--- config.mk ---
export PLATFORM = sky130hd
export DESIGN_NAME = gsensor_ctrl_flat
export DESIGN_NICKNAME = d
export VERILOG_FILES = /design/src/rtl/gsensor_ctrl_if.sv /design/src/rtl/gsensor_ctrl.sv /design/src/flat_wrapper.sv
export SDC_FILE = /design/constraint.sdc
export NUM_CORES = 1
export LEC_CHECK = 0
export BUFFER_PORTS_ARGS = -buffer_cell sky130_fd_sc_hd__buf_4
export CAP_MARGIN = 10
export CORE_MARGIN = 4
export CORE_UTILIZATION = 51
export DETAILED_ROUTE_END_ITERATION = 10
export GPL_TIMING_DRIVEN = 0
export PLACE_DENSITY = 0.72
export SYNTH_ARGS = -nofsm -noshare
export SYNTH_HDL_FRONTEND = slang
export SYNTH_SLANG_ARGS = --single-unit
--- constraint.sdc ---
create_clock -name spi_clk -period 2.5 [get_ports spi_clk]
set_clock_uncertainty 0.05 [all_clocks]
set_input_delay 0.125 -clock spi_clk [delete_from_list [all_inputs] [get_ports spi_clk]]
set_output_delay 0.125 -clock spi_clk [all_outputs]
set_load 0.005 [all_outputs]
--- src/rtl/gsensor_ctrl_if.sv ---
// Start/done handshake between gsensor_ctrl (master) and the SPI serdes (slave).
interface gsensor_ctrl_if;
    logic        spi_start;
    logic [15:0] spi_data_tx;
    logic        spi_done;
    logic [7:0]  spi_data_rx;

    modport master (output spi_start, output spi_data_tx, input spi_done, input spi_data_rx);
    modport slave  (input spi_start, input spi_data_tx, output spi_done, output spi_data_rx);
endinterface

--- src/rtl/gsensor_ctrl.sv ---
// G-sensor transaction sequencer: config writes, data-ready polling and axis reads via the serdes.
// Optional: define GSENSOR_DEVID_CHECK_EN to verify DEVID (0xE5) before configuring.
module gsensor_ctrl #(
    parameter int unsigned POLL_DIV   = 1000,
    parameter int unsigned GAP_CYCLES = 2
) (
    input  logic           spi_clk,
    input  logic           reset,
    gsensor_ctrl_if.master spi,
    output logic [15:0]    accel_x,
    output logic [15:0]    accel_y,
    output logic [15:0]    accel_z,
    output logic           data_valid,
    output logic           init_done,
    output logic           id_err
);
    localparam int unsigned      CNT_W     = $clog2(GAP_CYCLES + POLL_DIV + 1);
    localparam logic [CNT_W-1:0] CNT_GAP   = CNT_W'(GAP_CYCLES);
    localparam logic [CNT_W-1:0] CNT_RETRY = CNT_W'(GAP_CYCLES + POLL_DIV - 1);
    localparam logic [CNT_W-1:0] CNT_ONE   = CNT_W'(1);

    localparam logic [1:0] ST_GAP   = 2'd0;
    localparam logic [1:0] ST_ISSUE = 2'd1;
    localparam logic [1:0] ST_WAIT  = 2'd2;

    localparam logic [3:0] STEP_ID      = 4'd0;
    localparam logic [3:0] STEP_CFG0    = 4'd1;
    localparam logic [3:0] STEP_CFG1    = 4'd2;
    localparam logic [3:0] STEP_CFG2    = 4'd3;
    localparam logic [3:0] STEP_POLL    = 4'd4;
    localparam logic [3:0] STEP_AX0     = 4'd5;
    localparam logic [3:0] STEP_AX5     = 4'd10;
    localparam logic [3:0] STEP_PUBLISH = 4'd11;
`ifdef GSENSOR_DEVID_CHECK_EN
    localparam logic [3:0] STEP_FIRST   = STEP_ID;
`else
    localparam logic [3:0] STEP_FIRST   = STEP_CFG0;
`endif

    logic [1:0]       state, state_nxt;
    logic [3:0]       step, step_nxt;
    logic [CNT_W-1:0] cnt, cnt_nxt;
    logic             start_q, start_nxt;
    logic [15:0]      tx_q, tx_nxt;
    logic [5:0][7:0]  shadow, shadow_nxt;
    logic [15:0]      x_nxt, y_nxt, z_nxt;
    logic             dv_nxt, init_nxt, iderr_nxt;
    logic [2:0]       ax_idx;

    assign spi.spi_start   = start_q;
    assign spi.spi_data_tx = tx_q;
    assign ax_idx          = 3'(step - STEP_AX0);

    // SPI command word for each step: {R/W, MB=0, addr[5:0], wdata}
    function automatic logic [15:0] step_tx(input logic [3:0] s);
        case (s)
            STEP_ID:   step_tx = 16'h8000;
            STEP_CFG0: step_tx = 16'h2C0A;
            STEP_CFG1: step_tx = 16'h3108;
            STEP_CFG2: step_tx = 16'h2D08;
            STEP_POLL: step_tx = 16'hB000;
            default:   step_tx = {2'b10, 6'h32 + 6'(s - STEP_AX0), 8'h00};
        endcase
    endfunction

    always_ff @(posedge spi_clk) begin
        if (reset) begin
            state      <= ST_GAP;
            step       <= STEP_FIRST;
            cnt        <= CNT_GAP;
            start_q    <= 1'b0;
            tx_q       <= 16'h0000;
            shadow     <= '0;
            accel_x    <= 16'h0000;
            accel_y    <= 16'h0000;
            accel_z    <= 16'h0000;
            data_valid <= 1'b0;
            init_done  <= 1'b0;
            id_err     <= 1'b0;
        end else begin
            state      <= state_nxt;
            step       <= step_nxt;
            cnt        <= cnt_nxt;
            start_q    <= start_nxt;
            tx_q       <= tx_nxt;
            shadow     <= shadow_nxt;
            accel_x    <= x_nxt;
            accel_y    <= y_nxt;
            accel_z    <= z_nxt;
            data_valid <= dv_nxt;
            init_done  <= init_nxt;
            id_err     <= iderr_nxt;
        end
    end

    always_comb begin
        state_nxt  = state;
        step_nxt   = step;
        cnt_nxt    = cnt;
        start_nxt  = 1'b0;
        tx_nxt     = tx_q;
        shadow_nxt = shadow;
        x_nxt      = accel_x;
        y_nxt      = accel_y;
        z_nxt      = accel_z;
        dv_nxt     = 1'b0;
        init_nxt   = init_done;
        iderr_nxt  = id_err;
        case (state)
            ST_GAP: begin
                if (cnt > CNT_ONE) begin
                    cnt_nxt = cnt - CNT_ONE;
                end else if (step == STEP_PUBLISH) begin
                    // All three axes update on the same edge
                    x_nxt    = {shadow[1], shadow[0]};
                    y_nxt    = {shadow[3], shadow[2]};
                    z_nxt    = {shadow[5], shadow[4]};
                    dv_nxt   = 1'b1;
                    step_nxt = STEP_POLL;
                    cnt_nxt  = CNT_ONE;
                end else begin
                    state_nxt = ST_ISSUE;
                    start_nxt = 1'b1;
                    tx_nxt    = step_tx(step);
                end
            end
            ST_ISSUE: state_nxt = ST_WAIT;
            ST_WAIT: begin
                if (spi.spi_done) begin
                    state_nxt = ST_GAP;
                    cnt_nxt   = CNT_GAP;
                    case (step)
`ifdef GSENSOR_DEVID_CHECK_EN
                        STEP_ID: begin
                            if (spi.spi_data_rx == 8'hE5) begin
                                iderr_nxt = 1'b0;
                                step_nxt  = STEP_CFG0;
                            end else begin
                                iderr_nxt = 1'b1;
                                cnt_nxt   = CNT_RETRY;
                            end
                        end
`endif
                        STEP_CFG0: step_nxt = STEP_CFG1;
                        STEP_CFG1: step_nxt = STEP_CFG2;
                        STEP_CFG2: begin
                            step_nxt = STEP_POLL;
                            init_nxt = 1'b1;
                        end
                        STEP_POLL: begin
                            if (spi.spi_data_rx[7]) step_nxt = STEP_AX0;
                            else                    cnt_nxt  = CNT_RETRY;
                        end
                        default: begin
                            if (step >= STEP_AX0 && step <= STEP_AX5) begin
                                shadow_nxt[ax_idx] = spi.spi_data_rx;
                                step_nxt           = step + 4'd1;
                            end
                        end
                    endcase
                end
            end
            default: state_nxt = ST_GAP;
        endcase
    end
endmodule

--- src/flat_wrapper.sv ---
// flat-port wrapper written by rule: the top's interface ports become plain ports
module gsensor_ctrl_flat 
#(
    parameter int unsigned POLL_DIV   = 1000,
    parameter int unsigned GAP_CYCLES = 2
)
  (spi_clk, reset, accel_x, accel_y, accel_z, data_valid, init_done, id_err, spi_spi_start, spi_spi_data_tx, spi_spi_done, spi_spi_data_rx);
  gsensor_ctrl_if spi_i ();
  input  logic spi_clk;
  input  logic reset;
  output logic [15:0] accel_x;
  output logic [15:0] accel_y;
  output logic [15:0] accel_z;
  output logic data_valid;
  output logic init_done;
  output logic id_err;
  output wire logic [$bits(spi_i.spi_start)-1:0] spi_spi_start;
  output wire logic [$bits(spi_i.spi_data_tx)-1:0] spi_spi_data_tx;
  input wire logic [$bits(spi_i.spi_done)-1:0] spi_spi_done;
  input wire logic [$bits(spi_i.spi_data_rx)-1:0] spi_spi_data_rx;
  assign spi_spi_start = spi_i.spi_start;
  assign spi_spi_data_tx = spi_i.spi_data_tx;
  assign spi_i.spi_done = spi_spi_done;
  assign spi_i.spi_data_rx = spi_spi_data_rx;
  gsensor_ctrl #(.POLL_DIV(POLL_DIV), .GAP_CYCLES(GAP_CYCLES)) u_core (.spi_clk(spi_clk), .reset(reset), .spi(spi_i), .accel_x(accel_x), .accel_y(accel_y), .accel_z(accel_z), .data_valid(data_valid), .init_done(init_done), .id_err(id_err));
endmodule
Word-level counts from Yosys, hierarchy flattened
Cells that the tools add are included.

Logic and storage cells: 81. Bits of input ports: 11. Flip-flop bits (word level): 131.

Equality and inequality tests: 14. Bitwise gates (word level): 4. Reduce and logical (&&, ||, !) cells: 14. Mux-type cells: 23. Order comparisons: 5. Add/subtract/negate cells: 5.

Operators with widths (count): case mux 16 bit (5 select lines) (1); 2-to-1 mux 10 bit (5); bitwise mux 48 bit (1); demux 8 bit (select 3 bit) (1); 2-to-1 mux 4 bit (5); case mux 10 bit (2 select lines) (1); case mux 4 bit (4 select lines) (1); AND reduction 3 bit (5); > comparator 10 x 1 -> 1 bit, second input constant (1); subtractor 10 x 1 -> 10 bit, second input constant (1); equality test 4 x 2 -> 1 bit, second input constant (2); 2-to-1 mux 8 bit (1); case mux 4 bit (2 select lines) (1); adder 6 bit, first input constant (1); 2-to-1 mux 2 bit (3); != test 2 bit, second input constant (3); != test 6 x 1 -> 1 bit, second input constant (1); case mux 2 bit (3 select lines) (1); AND reduction 6 bit (1); subtractor 4 x 3 -> 5 bit, second input constant (1); adder 4 x 1 -> 4 bit, second input constant (1); equality test 4 x 1 -> 1 bit, second input constant (1); equality test 4 x 3 -> 1 bit, second input constant (1); equality test 4 bit, second input constant (1); other kinds (19) (24).

Depth between registers and ports, before layout
Depth in word-level cells: 6. Gate-level depth with buffers: 10. Gate-level depth less buffers: 9.

Worst setup path after synthesis
Ideal clock, no wire load.

Path type: register -> register. Start: reg u_core.step[0]. End: reg u_core.shadow[46] (netlist name). Path slack: -0.022 ns. Buffers on the path: 1. Arrival: 2.344 ns. Clock period less this slack: 2.522 ns. Required time: 2.322 ns. Stages on the path, launching flop included: 9. Cell sequence: dfxtp_1 clkbuf_1 inv_1 ha_1 nor4_1 o31ai_2 nor3_2 mux2i_1 nor2_1.

Cells in the longest elaborated chain, start to end: 6.

Ends and longest elaborated chain: start: declaration (RTL line gsensor_ctrl.sv:41) `logic [3:0] step, step_nxt;`; start signal: assignment (RTL line gsensor_ctrl.sv:82) `step <= step_nxt;`; subtractor 3 bit (RTL line gsensor_ctrl.sv:52) `assign ax_idx = 3'(step - STEP_AX0);`; < comparator 3 x 4 -> 1 bit (not written as such) or >= comparator 3 x 1 -> 1 bit (tied branches) (RTL line gsensor_ctrl.sv:156) `shadow_nxt[ax_idx] = spi.spi_data_rx;`; logical AND 1 bit (not written as such) (RTL line gsensor_ctrl.sv:156); 2-to-1 mux 8 bit (not written as such) (RTL line gsensor_ctrl.sv:156); demux 8 bit (select 3 bit); bitwise mux 48 bit (RTL line gsensor_ctrl.sv:156); end signal: assignment (RTL line gsensor_ctrl.sv:86) `shadow <= shadow_nxt;`; end: declaration (RTL line gsensor_ctrl.sv:45) `logic [5:0][7:0] shadow, shadow_nxt;`.

Several ways; a longest one is shown, not always the timed one. A chain may end at the register's enable or synchronous reset.

Worst setup path in the final report
Start: reg u_core.step[0]. End: reg u_core.shadow[0] (netlist name).

The elaborated chain is that of the path after synthesis.

==> results.rst <==
.. list-table::
   :header-rows: 1

   * - Metric
     - Value
   * - Outcome
     - completed
   * - Critical path's slowest cell
     - sky130_fd_sc_hd__dfxtp_4
   * - Total of flip-flops plus latches after synthesis
     - 124
   * - Number of synthesized flops with an enable pin
     - 0
   * - Combinational group share of total power
     - 0.237
   * - Synthesized-area fraction occupied by adder cells
     - 0.0239
   * - Main combinational cell family by area after synthesis
     - simple AND/OR/NAND/NOR gates
   * - Worst min-delay path startpoint
     - spi_spi_done
   * - Post-synthesis share of cell area spent on and, or, nand and nor gates
     - 0.229
   * - GRT Residual Overflow
     - 0
   * - Synth Flop Type
     - sky130_fd_sc_hd__dfxtp_1
   * - Yosys warns
     - 0
   * - Terminus of the critical flop-to-flop path
     - u_core.shadow[0]$_SDFFE_PP0P_
   * - Number of remaining DRC errors
     - 0
   * - Antenna Diode Count
     - 0
   * - Total routing usage reported by global routing
     - 0.245
   * - Final RePlAce weighted congestion
     - 0.848
   * - Final standard cell utilization of the core
     - 0.697
   * - Sequential fraction of design power
     - 0.366
   * - Clock edge transition at the registers on the reported setup and hold paths
     - 60 ps
   * - Maximum vdd ir drop
     - 666 uV
   * - Vias post-DR
     - 4723
   * - Post-route met1 wirelength
     - 5990 um
   * - Worst Hold End
     - u_core.state[1]$_SDFFE_PP0P_
   * - Total clock buffers created by CTS
     - 17
   * - Initial antenna violation count
     - 0
   * - Crit path arrival time
     - 2700 ps
   * - Number of input and output port buffers inserted
     - 69
   * - Synth async-reset ratio
     - 0
   * - Floorplan die area
     - 12000 um^2
   * - Xor-xnor portion of the synthesized cell area
     - 0.00502
   * - Total count of hold-check failures in the final report
     - 0
   * - Least-Margin Pin Slew
     - 729 ps
   * - CP Launch Type
     - register
   * - Final Instance Count excl. Fillers
     - 861
   * - WHS Path Cells
     - 4
   * - Average wire per standard cell
     - 16.5 um
   * - Cell count after synthesis
     - 600
   * - Switching power total
     - 2.00 mW
   * - Placed Cells
     - 809
   * - Aggregate routed wire length
     - 14200 um
   * - Data required time at the worst endpoint
     - 2840 ps
   * - Number of violations reported at the end of detailed-routing iteration 0
     - 343
   * - Length of routed met2 wiring
     - 6940 um
   * - Final nets
     - 736
   * - Distinct cells, synth
     - 47
   * - Hold Path Class
     - in2reg
   * - Cell area power density
     - 905 nW/um^2
   * - RSZ-0062 raised after global routing
     - false
   * - Smallest hold slack
     - 55.9 ps
   * - Pint
     - 4.25 mW
   * - Maximum number of buffers from clock root to sink
     - 2
   * - Overall die height
     - 109 um
   * - Core region area
     - 9910 um^2
   * - Worst-case reg-to-reg path depth
     - 11
   * - Pin count of the biggest net entering global routing
     - 17
   * - Remaining antenna violation count after routing
     - 0
   * - Largest fanout of any net on the critical path
     - 10
   * - Met3 Wirelength
     - 906 um
   * - Pins Over Slew Limit
     - 0
   * - Clk network pwr share
     - 0.397
   * - Initial DRT Pass Iterations
     - 5
   * - Boundary pin count
     - 79
   * - Switching Share
     - 0.320
   * - Number of max-cap violations
     - 0
   * - Effective utilization at floorplan
     - 0.529
   * - Total negative slack
     - 0 ps
   * - Clk_lat worst skew
     - 520 ps
   * - Share of synthesized area spent on multiplexers
     - 0.104
   * - FP Rows
     - 36
   * - Slew margin rel.
     - 0.514
   * - CP Capture Type
     - register
   * - Wire length of the first global-routing pass
     - 22700 um
   * - Mean number of vias per cell
     - 5.49
   * - Layout cell share with drive strength beyond 1
     - 0.223
   * - Pre-CTS setup slack
     - -672 ps
   * - Crit Path Category
     - reg2reg
   * - Post-route worst setup slack
     - 143 ps
   * - CTS H-Tree Depth
     - 4
   * - Area growth syn-to-layout
     - 31.9%
   * - Detailed placer's ending HPWL
     - 9200 um
   * - Highest routing layer actually used
     - met4
   * - Root Buffer
     - sky130_fd_sc_hd__clkbuf_8
   * - Clock tree from TritonCTS
     - built
   * - Die X-Extent
     - 109 um
   * - Critical Path Max Stage Delay
     - 380 ps
   * - Highest achievable clock rate
     - 424 MHz
   * - Leak Pwr
     - 2.70 nW
   * - R2r setup slk
     - 140 ps
   * - Via count of the first global-routing pass
     - 4704
   * - Clock Sinks
     - 124
   * - Most frequent cells in the layout
     - sky130_fd_sc_hd__dfxtp_1, sky130_fd_sc_hd__nand2_1, sky130_fd_sc_hd__buf_4
   * - Synth Area in Compound Gates
     - 0.118
   * - Sequential fraction of the synthesis area
     - 0.474
   * - Synthesized area
     - 5240 um^2
   * - Final period utilization
     - 0.943
   * - Mapped Avg Cell Area
     - 8.73 um^2
   * - Launch point of the worst reg-to-reg path
     - u_core.step[0]$_SDFFE_PP1P_
   * - Most common cell after layout, fill and taps aside
     - sky130_fd_sc_hd__dfxtp_1
   * - Final-report setup violation count
     - 0
   * - Final min period
     - 2360 ps
   * - Critical path cell sequence
     - buf_6 -> clkinvlp_4 -> ha_4 -> xnor2_1 -> inv_1 -> ha_2 -> nand3_1 -> nor3_4 -> buf_12 -> mux2i_1 -> nor2_1
## cell type report
| type | instances | area, um^2 |
|---|---|---|
| fill | 765 | 3000 |
| multi-input combinational | 436 | 2650 |
| sequential | 124 | 2490 |
| timing repair buffer | 89 | 763 |
| clock buffer | 17 | 414 |
| buffer | 40 | 224 |
| clock inverter | 15 | 174 |
| tap | 133 | 166 |
| inverter | 7 | 30.0 |
## cells by family after synthesis
logic type / count (synthesis)
buffers and inverters: 47
xor gates and xnor gates: 3
adders and majority gates: 10
muxes: 54
other: 1
DFF: 124
AOI/OAI and AO/OA: 101
and+or+nand+nor: 260
## layer usage
| layer | vias up | global-route usage |
|---|---|---|
| li1 | 2277 | - |
| met1 | 2234 | 0.303 |
| met4 | 0 | 0.101 |
| met3 | 35 | 0.0593 |
| met5 | - | 0 |
| met2 | 177 | 0.409 |
## registers in the layout, indices dropped and copies added, names as in the netlist
name,cells
u_core.step,4
u_core.spi.spi_start,1
u_core.init_done,1
u_core.cnt,10
u_core.accel_y,16
u_core.state,2
u_core.accel_x,16
u_core.data_valid,1
u_core.accel_z,16
u_core.shadow,48
u_core.spi.spi_data_tx,9
## Yosys cell counts (all sizes together) (9+ instances only)
master / number / area [um^2]
nor3: 28 / 170
a211oi: 11 / 82.6
nor2: 70 / 263
buf: 17 / 126
nand3: 12 / 60.1
clkbuf: 23 / 86.3
a21oi: 62 / 310
dfxtp: 124 / 2480
ha: 10 / 125
nor2b: 9 / 56.3
mux2i: 51 / 510
nand2: 108 / 405
## stage by stage
stage	instance area, um^2	power [mW]
floorplan	5260	3.29
global placement	5950	3.64
detailed placement	5950	3.68
CTS	6810	6.17
global route	6910	6.53
finish	6910	6.25
## worst max path at each step
stage                                      from                              to  slack (ps)  depth (start not counted)
CTS                  u_core.cnt[0]$_SDFFE_PP0P_  u_core.accel_z[9]$_SDFFE_PP0P_           7                          9
detailed placement  u_core.step[0]$_SDFFE_PP1P_  u_core.shadow[21]$_SDFFE_PP0P_        -670                          8
floorplan           u_core.step[0]$_SDFFE_PP1P_  u_core.shadow[46]$_SDFFE_PP0P_         -20                          8
global placement    u_core.step[0]$_SDFFE_PP1P_  u_core.shadow[21]$_SDFFE_PP0P_        -630                          8
finish              u_core.step[0]$_SDFFE_PP1P_   u_core.shadow[0]$_SDFFE_PP0P_         140                         11
global route        u_core.step[0]$_SDFFE_PP1P_   u_core.shadow[9]$_SDFFE_PP0P_           2                         11
## worst max-delay path, delay by kind of cell, from the launching register on
kind,cells,cell delay [ps]
fa+ha+maj,2,420
mux,1,210
flops,1,380
buf+inv,4,560
simple gates,3,420
xor+xnor,1,170
## repair_timing
action                                 CTS  global route
gates resized for setup                 13            18
endpoints found under the hold margin   48             0
pin swaps                                6             3
setup buffers                            7             5
hold buffers                             8             0
setup endpoints to repair               53            84
## power groups by stage
stage                     combinational (mW)  sequential (mW)  clock, mW
after floorplan                        0.991             2.30          0
after global placement                  1.32             2.31          0
after detailed placement                1.35             2.33          0
after CTS                               1.39             2.28       2.50
after global routing                    1.63             2.31       2.59
final                                   1.48             2.29       2.48
Note: power is estimated with default switching activity, not from simulation.
